## src/rtl/hsv_core_pkg.sv

```systemverilog
// Shared ALU payload types and the default ALU pipeline depth.
package hsv_core_pkg;

  localparam int ALU_STAGES_DEFAULT = 3;

  typedef struct packed {
    logic [3:0]  opcode;
    logic [7:0]  tag;
    logic [15:0] src_a;
    logic [15:0] src_b;
  } alu_data_t;

  typedef struct packed {
    logic [7:0]  tag;
    logic [15:0] value;
  } alu_result_t;

endpackage

```

## src/rtl/hsv_core_alu_result_fifo.sv

```systemverilog
// In-order result FIFO between the last ALU stage and commit.
// Payload storage is left unreset; only pointers and count are reset or cleared.
module hsv_core_alu_result_fifo
  import hsv_core_pkg::*;
#(
  parameter int DEPTH = 4
) (
  input  logic        clk_core,
  input  logic        rst_core_n,
  input  logic        clr,
  input  logic        push,
  input  alu_result_t wdata,
  input  logic        pop,
  output alu_result_t rdata,
  output logic        empty,
  output logic        full
);

  localparam int AW = $clog2(DEPTH);

  alu_result_t   mem [DEPTH];
  logic [AW-1:0] wr_ptr;
  logic [AW-1:0] rd_ptr;
  logic [AW:0]   count;
  logic          do_push;
  logic          do_pop;

  assign empty   = (count == '0);
  assign full    = (count == (AW+1)'(DEPTH));
  assign do_push = push & ~full;
  assign do_pop  = pop & ~empty;
  assign rdata   = mem[rd_ptr];

  always_ff @(posedge clk_core) begin
    if (do_push) mem[wr_ptr] <= wdata;
  end

  // Pointers wrap naturally because DEPTH is a power of two.
  always_ff @(posedge clk_core or negedge rst_core_n) begin
    if (!rst_core_n) begin
      wr_ptr <= '0;
      rd_ptr <= '0;
      count  <= '0;
    end else if (clr) begin
      wr_ptr <= '0;
      rd_ptr <= '0;
      count  <= '0;
    end else begin
      if (do_push) wr_ptr <= wr_ptr + AW'(1);
      if (do_pop)  rd_ptr <= rd_ptr + AW'(1);
      if (do_push && !do_pop)      count <= count + (AW+1)'(1);
      else if (do_pop && !do_push) count <= count - (AW+1)'(1);
    end
  end

endmodule

```

## src/rtl/hsv_core_alu_issue_ctrl.sv

```systemverilog
// ALU issue control: credit-gated dispatch, in-order result FIFO towards commit,
// and a flush sequencer that drains the unstallable ALU stages after flush or reset.
module hsv_core_alu_issue_ctrl
  import hsv_core_pkg::*;
#(
  parameter  int ALU_STAGES = ALU_STAGES_DEFAULT,
  parameter  int FIFO_DEPTH = 4,
  localparam int CW         = $clog2(FIFO_DEPTH + 1)
) (
  input  logic          clk_core,
  input  logic          rst_core_n,
  input  logic          flush_req,
  input  logic          alu_valid_i,
  input  alu_data_t     in_alu_data,
  output logic          alu_ready_o,
  output logic          setup_valid_o,
  output alu_data_t     setup_alu_data,
  output logic          pipe_flush_o,
  input  logic          result_valid_i,
  input  alu_result_t   result_i,
  output logic          commit_valid_o,
  output alu_result_t   commit_result_o,
  input  logic          commit_ready_i,
  output logic [CW-1:0] credits_o
);

  localparam int FW = $clog2(ALU_STAGES + 1);

  // state | meaning
  // RUN   | dispatch, result capture and commit enabled
  // FLUSH | ALU stages draining; results ignored, no dispatch or commit
  typedef enum logic {RUN, FLUSH} state_t;

  state_t        state;
  logic [FW-1:0] flush_cnt;
  logic [CW-1:0] credits;
  logic          run;
  logic          fire;
  logic          pop;
  logic          push;
  logic          fifo_empty;
  logic          fifo_full;

  assign run             = (state == RUN);
  assign alu_ready_o     = run & (credits != '0) & ~flush_req;
  assign fire            = alu_valid_i & alu_ready_o;
  assign setup_valid_o   = fire;
  assign setup_alu_data  = in_alu_data;
  assign pipe_flush_o    = flush_req | ~run;
  assign commit_valid_o  = ~fifo_empty & run & ~flush_req;
  assign pop             = commit_valid_o & commit_ready_i;
  assign push            = result_valid_i & run & ~flush_req;
  assign credits_o       = credits;

  // A credit covers an op from dispatch until its result leaves the FIFO.
  always_ff @(posedge clk_core or negedge rst_core_n) begin
    if (!rst_core_n) begin
      state     <= FLUSH;
      flush_cnt <= FW'(ALU_STAGES);
      credits   <= CW'(FIFO_DEPTH);
    end else if (flush_req) begin
      state     <= FLUSH;
      flush_cnt <= FW'(ALU_STAGES);
      credits   <= CW'(FIFO_DEPTH);
    end else if (state == RUN) begin
      if (fire && !pop)      credits <= credits - CW'(1);
      else if (pop && !fire) credits <= credits + CW'(1);
    end else begin
      flush_cnt <= flush_cnt - FW'(1);
      if (flush_cnt == FW'(1)) state <= RUN;
    end
  end

  hsv_core_alu_result_fifo #(.DEPTH(FIFO_DEPTH)) u_fifo (
    .clk_core   (clk_core),
    .rst_core_n (rst_core_n),
    .clr        (flush_req),
    .push       (push),
    .wdata      (result_i),
    .pop        (pop),
    .rdata      (commit_result_o),
    .empty      (fifo_empty),
    .full       (fifo_full)
  );

  credits_in_range: assert property (@(posedge clk_core) disable iff (!rst_core_n)
    credits <= CW'(FIFO_DEPTH));

  no_push_when_full: assert property (@(posedge clk_core) disable iff (!rst_core_n)
    !(push && fifo_full));

endmodule

```

## config.mk

```make
export PLATFORM = sky130hd
export DESIGN_NAME = hsv_core_alu_issue_ctrl
export DESIGN_NICKNAME = d
export VERILOG_FILES = /design/src/rtl/hsv_core_pkg.sv /design/src/rtl/hsv_core_alu_result_fifo.sv /design/src/rtl/hsv_core_alu_issue_ctrl.sv
export SDC_FILE = /design/constraint.sdc
export NUM_CORES = 1
export LEC_CHECK = 0
export BUFFER_PORTS_ARGS = -buffer_cell sky130_fd_sc_hd__buf_4
export CORE_UTILIZATION = 46
export CTS_CLUSTER_DIAMETER = 80
export DETAILED_ROUTE_END_ITERATION = 10
export GPL_TIMING_DRIVEN = 0
export PLACE_DENSITY_LB_ADDON = 0.1
export REMOVE_ABC_BUFFERS = 1
export SETUP_SLACK_MARGIN = 0.15
export SLEW_MARGIN = 20
export SYNTH_ARGS = -nofsm -noshare
export SYNTH_HDL_FRONTEND = slang
export SYNTH_SLANG_ARGS = --single-unit
export TNS_END_PERCENT = 1
```

## constraint.sdc

```tcl
create_clock -name clk_core -period 3.03 [get_ports clk_core]
set_clock_uncertainty 0.1 [all_clocks]
set_input_delay 0.7575 -clock clk_core [delete_from_list [all_inputs] [get_ports clk_core]]
set_output_delay 0.7575 -clock clk_core [all_outputs]
set_load 0.02 [all_outputs]
```

After elaboration in Yosys (flattened, before gate mapping)
Memories as Yosys holds them, arrays and structs flattened.
Cells that the tools add are included.
{"block": "op_classes", "addsub": 7, "eq_ne": 3, "muxes": 18, "n_bitwise": 15, "n_reduce_logical": 16}
{"op": "3-bit 2-to-1 mux", "n": 7}
{"op": "2-bit 2-to-1 mux", "n": 6}
{"op": "1-bit bitwise AND", "n": 10}
{"op": "3-bit nonzero test", "n": 3}
{"op": "3-bit by 1-bit adder with 3-bit output, second input constant", "n": 2}
{"op": "2-bit nonzero test", "n": 3}
{"op": "3-bit by 1-bit subtractor with 3-bit output, second input constant", "n": 2}
{"op": "1-bit 2-to-1 mux", "n": 5}
{"op": "2-bit by 1-bit adder with 2-bit output, second input constant", "n": 2}
{"op": "1-bit logical AND", "n": 4}
{"op": "1-bit zero test", "n": 4}
{"op": "1-bit inverter", "n": 4}
{"op": "3-bit == test, second input constant", "n": 1}
{"op": "3-bit zero test", "n": 1}
{"op": "2-bit by 1-bit == test with 1-bit output, second input constant", "n": 1}
{"op": "2-bit != test, second input constant", "n": 1}
{"op": "2-bit AND reduction", "n": 1}
{"op": "2-bit by 1-bit subtractor with 2-bit output, second input constant", "n": 1}
{"op": "1-bit OR", "n": 1}
{"block": "word_totals", "ff_bits": 13, "ram_bits": 96, "input_bits": 74, "out_inout_bits": 75, "elab_cells": 66, "memories": 1}
{"name": "u_fifo.mem", "words": 4, "width": 24, "rd": 1, "rd_clocked_by_memory_dff": 0, "write_ports": 1, "line_no": "hsv_core_alu_result_fifo.sv:21", "text": "alu_result_t mem [DEPTH];"}

Depth between registers and ports, before layout
{"block": "depth", "word_depth": 10, "ltp_mapped": 9}

Modules after synthesis
Synthesis repeated with hierarchy kept, for this count alone.
{"block": "unflattened", "cells_unflattened": 254, "area_unflattened_um2": 4673.2}
{"module": "hsv_core_alu_result_fifo", "n_inst": 1, "cells_each": 172, "area_each_um2": 3961.3, "seq_area_each_um2": 3057.9}
{"module": "hsv_core_alu_issue_ctrl", "n_inst": 1, "cells_each": 82, "area_each_um2": 711.9, "seq_area_each_um2": 155.1}

Worst setup path before layout
OpenSTA, ideal clock, no wires.
{"block": "synth_timing", "path_kind": "input to register", "from": "input port flush_req", "to": "register credits[2] (netlist: credits_o[2])", "setup_ns": 0.091, "arrival_time_ns": 2.638, "required_time_ns": 2.839, "path_slack_ns": 0.201, "path_stages": 8, "path_buffers": 1, "cell_sequence": "nor3b_2 -> and2_1 -> clkbuf_2 -> nor3_1 -> fa_1 -> or4b_1 -> o211a_1 -> o31ai_1"}
{"block": "synth_between", "elab_chain_len": 8, "word_cells_on_any_way": 15}
{"item": "from (decl)", "line_no": "hsv_core_alu_issue_ctrl.sv:12", "text": "input logic flush_req,"}
{"item": "1-bit inverter", "line_no": "hsv_core_alu_issue_ctrl.sv:45, hsv_core_alu_issue_ctrl.sv:50"}
{"item": "1-bit bitwise AND", "line_no": "hsv_core_alu_issue_ctrl.sv:50", "text": "assign commit_valid_o = ~fifo_empty & run & ~flush_req;"}
{"item": "1-bit bitwise AND", "line_no": "hsv_core_alu_issue_ctrl.sv:51", "text": "assign pop = commit_valid_o & commit_ready_i;"}
{"item": "1-bit zero test", "line_no": "hsv_core_alu_issue_ctrl.sv:66", "text": "if (fire && !pop) credits <= credits - CW'(1);"}
{"item": "1-bit logical AND", "line_no": "hsv_core_alu_issue_ctrl.sv:66"}
{"item": "3-bit 2-to-1 mux", "line_no": "hsv_core_alu_issue_ctrl.sv:66"}
{"item": "3-bit 2-to-1 mux", "line_no": "hsv_core_alu_issue_ctrl.sv:65", "text": "end else if (state == RUN) begin"}
{"item": "3-bit 2-to-1 mux", "line_no": "hsv_core_alu_issue_ctrl.sv:61", "text": "end else if (flush_req) begin"}
{"item": "to (signal assigned)", "line_no": "hsv_core_alu_issue_ctrl.sv:60", "text": "credits <= CW'(FIFO_DEPTH);"}
{"item": "to (signal assigned)", "line_no": "hsv_core_alu_issue_ctrl.sv:66"}
{"item": "to (signal assigned)", "line_no": "hsv_core_alu_issue_ctrl.sv:67", "text": "else if (pop && !fire) credits <= credits + CW'(1);"}
{"item": "to (decl)", "line_no": "hsv_core_alu_issue_ctrl.sv:36", "text": "logic [CW-1:0] credits;"}
Parallel ways exist; a longest one is shown, timed or not. The select of a mux whose other input is x is not followed.
A chain may end at the register's enable or synchronous reset.

==> results.tsv <==
stage	metric	value	unit
final_layout	n_antenna_cell	0	
die	die_w	103	um
detailed_routing	viasPerCell	5.45	
cts	clk_path_buf_depth	2	
timing	max_clock_freq	363	MHz
detailed_routing	drt-pass1-iter-count	6	
die	core_area	9770	um2
detailed_routing	wl_per_cell	24.0	um
synth	synth.yosys.warnings	0	
timing	rsz0062_at_grt	false	
timing	slew_violations	0	
final_layout	layout.nets	359	
synth	synth_top_cell_by_area	edfxtp_1	
final_layout	syn_to_final_growth	10.4	%
die	dieHeight	103	um
final_layout	final_util	52.5	%
detailed_routing	num_vias	2266	
detailed_routing	drc	0	
cts	cts_htree_levels	3	
synth	synth_cell_types	37	
timing	fin_crit_sh	91.0	%
timing	slew_headroom	50.3	%
die	fp-row-count	36	
final_layout	fin_area	5130	um2
cts	root_buffer	clkbuf_8	
global_routing	track_usage	20.0	%
placement	dp_slack	-0.187	ns
synth	synth_top_area_share	62.0	%
critical_path	crit_fanout	14	
cts	clock_latency	0.36	ns
cts	clock-sinks	109	
placement	io_buffers	60	
global_routing	grt_pass1_wl	14100	um
cts	numCtsBuffers	9	
placement	dp_hpwl	6530	um
detailed_routing	routed_wl	9980	um
global_routing	grt_max_degree	26	
synth	ys_ff_latch	109	
die	initial_utilization	47.6	%
cts	hold_buffers	0	
synth	ys_async_sr_fraction	11.9	%
timing	hold_viol_final	0	
timing	fin_crit	2.76	ns
global_routing	grt-ovfl-total	0	
synth	synth_edf_count	96	
final_layout	drive_gt1_share	40.6	%
synth	avgSynthCellArea	17.9	um2
cts	cts.clk_slew.worst_paths	0.10	ns
timing	finalSetupViolations	0	
die	io_pins	149	
status	status	finished clean	
placement	place.gp.congestion	0.819	
global_routing	grt_pass1_vias	2153	
synth	synthMostInstantiatedCell	edfxtp_1	
power_and_ir_drop	p_leak	0.00177	uW
global_routing	grt_antenna_before_repair	0	
synth	synth.area.top_cells	edfxtp_1, mux4_2, buf_4	
power_and_ir_drop	worst_ir_drop_vdd	239	uV
power_and_ir_drop	total_power	2950	uW
die	dieArea	10500	um2
synth	syn_area	4650	um2
synth	ys.flop_type	edfxtp_1	
critical_path	cp-start-kind	flip-flop	
power_and_ir_drop	power_density	576	nW/um2
synth	seq_area_frac_synth	69.1	%
job	cap_viol_max_count	0	
detailed_routing	drt.antenna.violating_nets	0	
timing	worstMarginPinSlew	0.734	ns
critical_path	end_kind	output port	
critical_path	cp.required	2.17	ns
synth	yosys-top-cells-count	edfxtp_1, buf_4, mux4_2, dfrtp_1, inv_1	
cts	cts_tree	done	
synth	synthCells	259	
critical_path	worstPathArrival	1.90	ns
critical_path	path_class	reg2out	
detailed_routing	drt_iter0_markers	177	
placement	place_area	4930	um2
timing	worst_slack	0.272	ns
hold_path	hp-class	in2async	
through the flow:
step                      instances  setup TNS (ns)  hold slack [ns]
final                           416               0            0.121
after global routing            416               0            0.106
after CTS                       416               0            0.110
after detailed placement        400          -0.187            0.404
after global placement          399          -13.43            0.395
after floorplan                 206               0            0.362
flip-flops by register name, indices dropped and copies added (netlist names):
signal and count:
credits_o 3, u_fifo.wr_ptr 2, state 1, u_fifo.rd_ptr 2, u_fifo.count 3, u_fifo.mem 96
flush_cnt 2
kinds of logic (layout without fill, tap and decap cells):
family	after synthesis	after routing	synth area share [%]
DFF	109	109	69.1
muxes	28	28	12.6
AOI/OAI and AO/OA	12	12	1.97
xor gates and xnor gates	5	5	0.942
buffers and inverters	62	86	8.77
adders and majority gates	7	7	2.21
and+or+nand+nor	36	36	4.39
metal layers:
metal	vias to the layer above	global-route usage (%)	share of wire [%]
met2	113	25.1	42
met3	9	14.2	13
met5	-	3.85	0.45
met1	1161	27.0	43
met4	2	5.93	0.89
li1	981	-	-
path summary, 6_finish.rpt:
check                            startpoint                  to  slack, ns  cells past startpoint
max                        u_fifo.rd_ptr[0]  commit_result_o[6]       0.27                      3
min                              rst_core_n        credits_o[1]       0.12                      1
max reg2reg                    credits_o[1]        credits_o[2]       0.38                      6
min reg2reg                    flush_cnt[1]        flush_cnt[1]       0.42                      2
max in group asynchronous        rst_core_n               state       2.46                      1
min in group clk_core          flush_cnt[1]        flush_cnt[1]       0.42                      2
power breakdown:
| group | total [uW] | switching (uW) | internal [uW] |
|---|---|---|---|
| sequential | 1750 | 45.9 | 1700 |
| combinational | 325 | 175 | 150 |
| clock | 881 | 492 | 389 |
layout make-up:
| type | count | area, um2 |
|---|---|---|
| Clock buffer | 10 | 128 |
| Sequential cell | 109 | 3220 |
| Inverter | 9 | 33.8 |
| Clock inverter | 6 | 68.8 |
| Fill cell | 784 | 4640 |
| Multi-Input combinational cell | 88 | 1040 |
| Timing Repair Buffer | 61 | 478 |
| Tap cell | 133 | 166 |
cell usage in the layout (no fill, tap or decap), types with 3 or more instances in the layout:
cell type	netlist	layout
mux4_2	24	24
nand4_1	4	4
clkbuf_8	0	9
xnor2_1	4	4
and2_2	0	5
dfstp_2	4	4
inv_1	9	9
nand2_1	8	8
dfrtp_1	9	7
edfxtp_1	96	96
mux2i_1	3	3
nor2_1	8	8
buf_4	45	60
ha_1	5	5
worst max-delay path, cell delays in order, from the launching register on:
cell and delay [ns]:
dfrtp_4 0.63, buf_16 0.21, mux4_2 0.52, buf_4 0.17
timing repair:
item	CTS	global route
buffers inserted	0	0
resized for setup	1	2
gates cloned	0	0
setup endpoints to repair	13	1
No activity file was read; power rests on OpenSTA's default activity.
